File: config.mk
export PLATFORM = sky130hd
export DESIGN_NAME = pipe_hazard_ctrl
export DESIGN_NICKNAME = d
export VERILOG_FILES = /design/src/rtl/pipe_hazard_ctrl.sv
export SDC_FILE = /design/constraint.sdc
export NUM_CORES = 1
export LEC_CHECK = 0
export BUFFER_PORTS_ARGS = -buffer_cell sky130_fd_sc_hd__buf_2
export CORE_MARGIN = 1
export CORE_UTILIZATION = 45
export CTS_CLUSTER_DIAMETER = 200
export DETAILED_ROUTE_END_ITERATION = 10
export GPL_ROUTABILITY_DRIVEN = 0
export PLACE_DENSITY = 0.85
export SLEW_MARGIN = 5
export SYNTH_ARGS = -nofsm -noshare
export SYNTH_HDL_FRONTEND = slang
export SYNTH_SLANG_ARGS = --single-unit
File: constraint.sdc
create_clock -name clk -period 2.2 [get_ports clk]
set_input_delay 0.22 -clock clk [delete_from_list [all_inputs] [get_ports clk]]
set_output_delay 0.22 -clock clk [all_outputs]
set_load 0.01 [all_outputs]
File: src/rtl/pipe_hazard_ctrl.sv
// Central stall/flush controller for the six-stage pipeline (F1, F2, D, E, M, W).
// Prioritises dmem wait, divide, redirect, pending redirect, load-use and imem wait.
module pipe_hazard_ctrl #(
   parameter int DIV_LAT = 8
) (
   input  logic        clk,
   input  logic        nrst,
   input  logic        imem_ready,
   input  logic        dmem_ready,
   input  logic        m_mem_req,
   input  logic        e_redirect,
   input  logic [31:0] e_target,
   input  logic        e_div,
   input  logic        e_mem_read,
   input  logic [4:0]  e_rd,
   input  logic [4:0]  d_rs1,
   input  logic [4:0]  d_rs2,
   input  logic        d_use_rs1,
   input  logic        d_use_rs2,
   output logic        pc_stall,
   output logic        pc_redirect,
   output logic [31:0] pc_target,
   output logic        f1f2_stall,
   output logic        f1f2_flush,
   output logic        f2d_stall,
   output logic        f2d_flush,
   output logic        de_stall,
   output logic        de_flush,
   output logic        em_stall,
   output logic        em_flush,
   output logic        mw_flush,
   output logic        div_done
);

   localparam int CW = $clog2(DIV_LAT);

   typedef enum logic [1:0] {IDLE, BUSY, DONE} state_t;

   typedef struct packed {
      logic        pc_stall;
      logic        pc_redirect;
      logic [31:0] pc_target;
      logic        f1f2_stall;
      logic        f1f2_flush;
      logic        f2d_stall;
      logic        f2d_flush;
      logic        de_stall;
      logic        de_flush;
      logic        em_stall;
      logic        em_flush;
      logic        mw_flush;
   } ctl_t;

   state_t          state, state_nxt;
   logic [CW-1:0]   cnt, cnt_nxt;
   logic            redir_pend, pend_nxt;
   logic [31:0]     redir_tgt, tgt_nxt;
   ctl_t            ctl;

   logic dmem_wait, div_busy, load_use;

   assign dmem_wait = m_mem_req & ~dmem_ready;
   assign div_busy  = (state == IDLE && e_div) || (state == BUSY);
   assign load_use  = e_mem_read && (e_rd != 5'd0) &&
                      ((d_use_rs1 && d_rs1 == e_rd) || (d_use_rs2 && d_rs2 == e_rd));

   // Divide latency FSM; a dmem wait freezes it wherever it stands.
   always_comb begin
      // NOTE: every signal written here gets a default first, so no latch is inferred.
      state_nxt = state;
      cnt_nxt   = cnt;
      case (state)
         IDLE: if (e_div && !dmem_wait) begin
            state_nxt = BUSY;
            cnt_nxt   = CW'(DIV_LAT - 1);
         end
         BUSY: if (!dmem_wait) begin
            if (cnt == CW'(1)) begin
               state_nxt = DONE;
               cnt_nxt   = '0;
            end else begin
               cnt_nxt = cnt - 1'b1;
            end
         end
         DONE: if (!dmem_wait) state_nxt = IDLE;
         default: state_nxt = IDLE;
      endcase
   end

   always_comb begin
      ctl      = '0;
      pend_nxt = redir_pend;
      tgt_nxt  = redir_tgt;
      if (dmem_wait) begin
         ctl.pc_stall   = 1'b1;
         ctl.f1f2_stall = 1'b1;
         ctl.f2d_stall  = 1'b1;
         ctl.de_stall   = 1'b1;
         ctl.em_stall   = 1'b1;
         ctl.mw_flush   = 1'b1;
      end else if (div_busy) begin
         ctl.pc_stall   = 1'b1;
         ctl.f1f2_stall = 1'b1;
         ctl.f2d_stall  = 1'b1;
         ctl.de_stall   = 1'b1;
         ctl.em_flush   = 1'b1;
      end else if (e_redirect) begin
         ctl.f2d_flush = 1'b1;
         ctl.de_flush  = 1'b1;
         if (imem_ready) begin
            // Taken directly, so any older pending target is stale.
            ctl.pc_redirect = 1'b1;
            ctl.pc_target   = e_target;
            ctl.f1f2_flush  = 1'b1;
            pend_nxt        = 1'b0;
         end else begin
            ctl.pc_stall   = 1'b1;
            ctl.f1f2_stall = 1'b1;
            pend_nxt       = 1'b1;
            tgt_nxt        = e_target;
         end
      end else if (redir_pend) begin
         if (imem_ready) begin
            ctl.pc_redirect = 1'b1;
            ctl.pc_target   = redir_tgt;
            ctl.f1f2_flush  = 1'b1;
            pend_nxt        = 1'b0;
         end else begin
            ctl.pc_stall   = 1'b1;
            ctl.f1f2_stall = 1'b1;
            ctl.f2d_flush  = 1'b1;
         end
      end else if (load_use) begin
         ctl.pc_stall   = 1'b1;
         ctl.f1f2_stall = 1'b1;
         ctl.f2d_stall  = 1'b1;
         ctl.de_flush   = 1'b1;
      end else if (!imem_ready) begin
         ctl.pc_stall   = 1'b1;
         ctl.f1f2_stall = 1'b1;
         ctl.f2d_flush  = 1'b1;
      end
   end

   always_ff @(posedge clk) begin
      // NOTE: sequential state uses non-blocking assignments so all registers update together.
      if (!nrst) begin
         state      <= IDLE;
         cnt        <= '0;
         redir_pend <= 1'b0;
         redir_tgt  <= '0;
      end else begin
         state      <= state_nxt;
         cnt        <= cnt_nxt;
         redir_pend <= pend_nxt;
         redir_tgt  <= tgt_nxt;
      end
   end

   // All outputs are forced low while reset is held.
   assign pc_stall    = nrst & ctl.pc_stall;
   assign pc_redirect = nrst & ctl.pc_redirect;
   assign pc_target   = nrst ? ctl.pc_target : 32'd0;
   assign f1f2_stall  = nrst & ctl.f1f2_stall;
   assign f1f2_flush  = nrst & ctl.f1f2_flush;
   assign f2d_stall   = nrst & ctl.f2d_stall;
   assign f2d_flush   = nrst & ctl.f2d_flush;
   assign de_stall    = nrst & ctl.de_stall;
   assign de_flush    = nrst & ctl.de_flush;
   assign em_stall    = nrst & ctl.em_stall;
   assign em_flush    = nrst & ctl.em_flush;
   assign mw_flush    = nrst & ctl.mw_flush;
   assign div_done    = nrst & (state == DONE);

endmodule

Word level (Yosys, flattened, before mapping) --
Cells that the tools add are included.
Operators by class: eq/ne operators 9, reduce and logical (&&, ||, !) cells 16, bitwise logic cells 16, mux-type cells 46, $add $sub $neg 1
Operators by type and width (number):
- 2-to-1 mux 33 bit | 5
- 2-to-1 mux 36 bit | 1
- 2-to-1 mux 32 bit | 1
- 2-to-1 mux 1 bit | 30
- bitwise AND 1 bit | 12
- == test 5 bit | 2
- 2-to-1 mux 3 bit | 3
- 2-to-1 mux 2 bit | 4
- AND reduction 4 bit | 2
- logical AND 1 bit | 6
- case mux 2 bit (3 select lines) | 1
- case mux 3 bit (2 select lines) | 1
- nonzero test 5 bit | 1
- inequality test 2 x 1 -> 1 bit (second input constant) | 2
- inequality test 2 bit (second input constant) | 2
- NOT 1 bit | 4
- == test 3 x 1 -> 1 bit (second input constant) | 1
- AND reduction 3 bit | 1
- subtractor 3 x 1 -> 3 bit (second input constant) | 1
- == test 2 x 1 -> 1 bit (second input constant) | 1
- == test 2 bit (second input constant) | 1
- logical NOT 2 bit | 1
- logical OR 1 bit | 2
- AND reduction 2 bit | 1
- 2 further kinds | 2
Storage, ports and cells: output and inout port bits 44, input port bits 57, flip-flop bits (word level) 38

Longest topological paths before layout --
depth in word-level cells 10, mapped depth 7, mapped depth without buffers 6

Worst setup path before layout --
No wires, ideal clock.
kind in2out, start input e_rd[1], end output pc_stall, arrival time 1.387 ns, required time 1.980 ns, stages on the path 5, path buffers 1, setup slack 0.593 ns, path through or4_1 -> o21ai_0 -> or3_1 -> o21ai_0 -> buf_4
On the way: cells in the longest elaborated chain, start to end 10
RTL lines:
- from (decl) | line 15 | input logic [4:0] e_rd,
- == test 5 bit | line 65 | ((d_use_rs1 && d_rs1 == e_rd) || (d_use_rs2 && d_rs2 == e_rd));
- logical AND 1 bit | line 65
- logical OR 1 bit | line 65
- logical AND 1 bit * | line 64 | assign load_use = e_mem_read && (e_rd != 5'd0) &&
- 2-to-1 mux 1 bit * | line 133 | end else if (load_use) begin
- 2-to-1 mux 1 bit * | line 122 | end else if (redir_pend) begin
- 2-to-1 mux 36 bit * | line 107 | end else if (e_redirect) begin
- 2-to-1 mux 1 bit * | line 101 | end else if (div_busy) begin
- 2-to-1 mux 1 bit * | line 94 | if (dmem_wait) begin
- bitwise AND 1 bit * | line 161 | assign pc_stall = nrst & ctl.pc_stall;
- to (decl) | line 20 | output logic pc_stall,
Mark *: on every way between the ends. The rest lies on a longest branch, timed or not.

Worst setup path after layout --
start register state[0], end output de_flush
On the way: cells in the longest elaborated chain, start to end 6
RTL lines:
- from (decl) | line 54 | state_t state, state_nxt;
- from (signal assigned) | line 153 | state <= state_nxt;
- logical NOT 2 bit | line 63 | assign div_busy = (state == IDLE && e_div) || (state == BUSY);
- logical AND 1 bit | line 63
- logical OR 1 bit * | line 63
- 2-to-1 mux 1 bit * | line 101
- 2-to-1 mux 1 bit * | line 94
- bitwise AND 1 bit * | line 169 | assign de_flush = nrst & ctl.de_flush;
- to (decl) | line 28 | output logic de_flush,
Marked as above.

==> impl_metrics.yaml <==
run_status:
  status: "finished clean"
place:
  hpwlAfterDp_mm: 3.98
  dp_cells: 428
  post-place-ws_ns: 0.424
  port_buffers: 100
grt:
  grt_max_degree: 34
  grt_remaining_overflow: 0
  grtUsageTotal: 0.223
  antenna_found_initial: 0
  grt_pass1_wl_mm: 9.25
  grt_pass1_vias: 2161
floorplan:
  die-area_um2: 5010
  ios: 101
  core_area_um2: 4440
  die_h_um: 70.8
  rows: 24
  die_w_um: 70.8
  start_util: 0.479
detailed_routing:
  via_per_inst: 5.26
  routed_wl_mm: 5.44
  drc: 0
  vias: 2293
  first_iter_violations: 136
  post_drt_wl_per_cell_um: 12.5
  drt_pass1_iterations: 6
  drtAntennaViolNets: 0
final_layout:
  drive_gt1_frac: 0.323
  finalNetCount: 442
  syn_to_final_growth_pct: 28.0
  instances_no_fill: 436
  antennaDiodeCount: 0
synth:
  synth_most_common_cell: "nand2_1"
  synth-edff-count: 0
  synth_area_leaders: "dfxtp_1 (36%), nand2_1 (12%), a22oi_1 (11%)"
  synth_area_um2: 2130
  synth_top_area_frac: 0.357
  synth_flop_cell: "dfxtp_1"
  synth.avg_cell_area_um2: 7.30
  ys.warnings.count: 0
  synth.distinct_cells: 40
  synthTopCellsByCount: "nand2_1 (66), nor2_1 (42), dfxtp_1 (38), a21oi_1 (34), a22oi_1 (32)"
  syn-instance-count: 292
  ys_seq_area_frac: 0.357
  synthArstFlopShare: 0
  ys_ff_latch: 38
  synth_fp_nets: 351
  synth_top_area_cell: "dfxtp_1"
timing:
  slew_violations: 0
  fmax_mhz: 523
  rsz0062_at_grt: "false"
  finalCriticalPeriod_ns: 1.91
  relSlewSlack: 0.696
  setup_viol: 0
  worst_slew_pin_slew_ns: 0.455
  finalCritPeriodShare: 0.869
  hold_viol: 0
  fin_setup_tns_ns: 0
  setup_slack_ns: 0.289
  clock-skew-final_ns: 0.00846
clock_tree:
  numClockSinks: 38
  clkTransAtPathRegs_ns: 0.08
  cts_resized: 0
  cts_max_level: 2
  cts_hold_buf: 0
  postCtsSetupBuffers: 0
  clk_path_buf_depth: 2
  cts-root-buf: "clkbuf_8"
  clkLatencyLatePin_ns: 0.28
  cts_buffers: 5
  tritoncts: "done"
worst_setup_path:
  cp.required_ns: 1.98
  start_kind: "register"
  cp.arrival_ns: 1.69
  endpoint_kind: "output pin"
  crit_type: "register to output pin"
  cp_max_fo: 9
  r2r_setup_slack_ns: 0.75
hold_path:
  hold_class: "primary input to register"
power:
  p_per_area_nw_per_um2: 550
  p_leak_nw: 1.18
  vdd_drop_max_mv: 0.319
  finalPower_mw: 1.50
job:
  timing.max_cap.violations: 0
==> state kept, by name, indices dropped and copies added (netlist names) <==
signal      count
cnt             3
state           2
redir_pend      1
redir_tgt      32
==> power breakdown <==
part           internal [mW]  switching [mW]
clock                  0.252           0.238
combinational          0.121           0.159
sequential             0.713          0.0160
total                   1.09           0.413
==> through the flow <==
step / utilization / hold WS [ns] / instance area, um^2
floorplan: - / 0.338 / 2130
global placement: 0.592 / 0.442 / 2630
detailed placement: 0.592 / 0.447 / 2630
CTS: 0.613 / 0.176 / 2730
global route: 0.613 / 0.177 / 2730
finish: 0.613 / 0.181 / 2730
==> kinds of logic (layout without fill, tap and decap cells) <==
logic type               Yosys count  count (layout)  synth area share
adder cells (fa/ha/maj)            2               2            0.0117
AND/OR/NAND/NOR                  129             129             0.261
flip-flops                        38              38             0.357
XOR/XNOR                          10              10            0.0411
AO/OA/AOI/OAI                     82              82             0.256
buffers and inverters             31             123            0.0728
==> area by class of cell <==
| type | instances | area (um^2) |
|---|---|---|
| timing repair buffer | 109 | 568 |
| inverter | 6 | 22.5 |
| fill | 432 | 1720 |
| clock buffer | 6 | 82.6 |
| multi-input combinational | 223 | 1210 |
| sequential | 38 | 761 |
| clock inverter | 2 | 12.5 |
| tap | 52 | 65.1 |
==> layout by cell type, fill, tap and decap left out, drive strengths merged, types with 2 or more instances in the layout <==
cell type	synthesis	final
buf	10	109
nand2	66	66
nor2	42	42
dfxtp	38	38
a21oi	36	36
a22oi	32	32
xor2	8	8
inv	6	6
clkbuf	15	6
nand2b	4	4
nand3	3	3
nor4	2	2
xnor2	2	2
nor2b	2	2
o21ai	2	2
o21a	2	2
nor3	2	2
ha	2	2
o21bai	2	2
and2	2	2
==> worst max-delay path: stages, from the launching register on <==
cell	delay [ns]
dfxtp_1	0.37
o21bai_4	0.28
nand3_2	0.17
or2_2	0.32
o22ai_1	0.12
buf_2	0.15
==> metal layers <==
metal / vias up / global-route usage / routed length (um)
li1: 1171 / - / -
met1: 1064 / 0.265 / 2400
met2: 56 / 0.420 / 2780
met3: 2 / 0.0342 / 231
met4: 0 / 0.0533 / 27
met5: - / 0 / 0
==> worst paths after layout <==
check | from | end | cells after the start
worst max-delay path | state[0]$_SDFFE_PN0P_ | de_flush | 5
worst min-delay path | e_target[2] | redir_tgt[2]$_SDFFE_PN0P_ | 3
worst max register to register | state[0]$_SDFFE_PN0P_ | redir_tgt[4]$_SDFFE_PN0P_ | 5
worst min register to register | redir_tgt[28]$_SDFFE_PN0P_ | redir_tgt[28]$_SDFFE_PN0P_ | 2
Power figures use the tool's default switching activity.
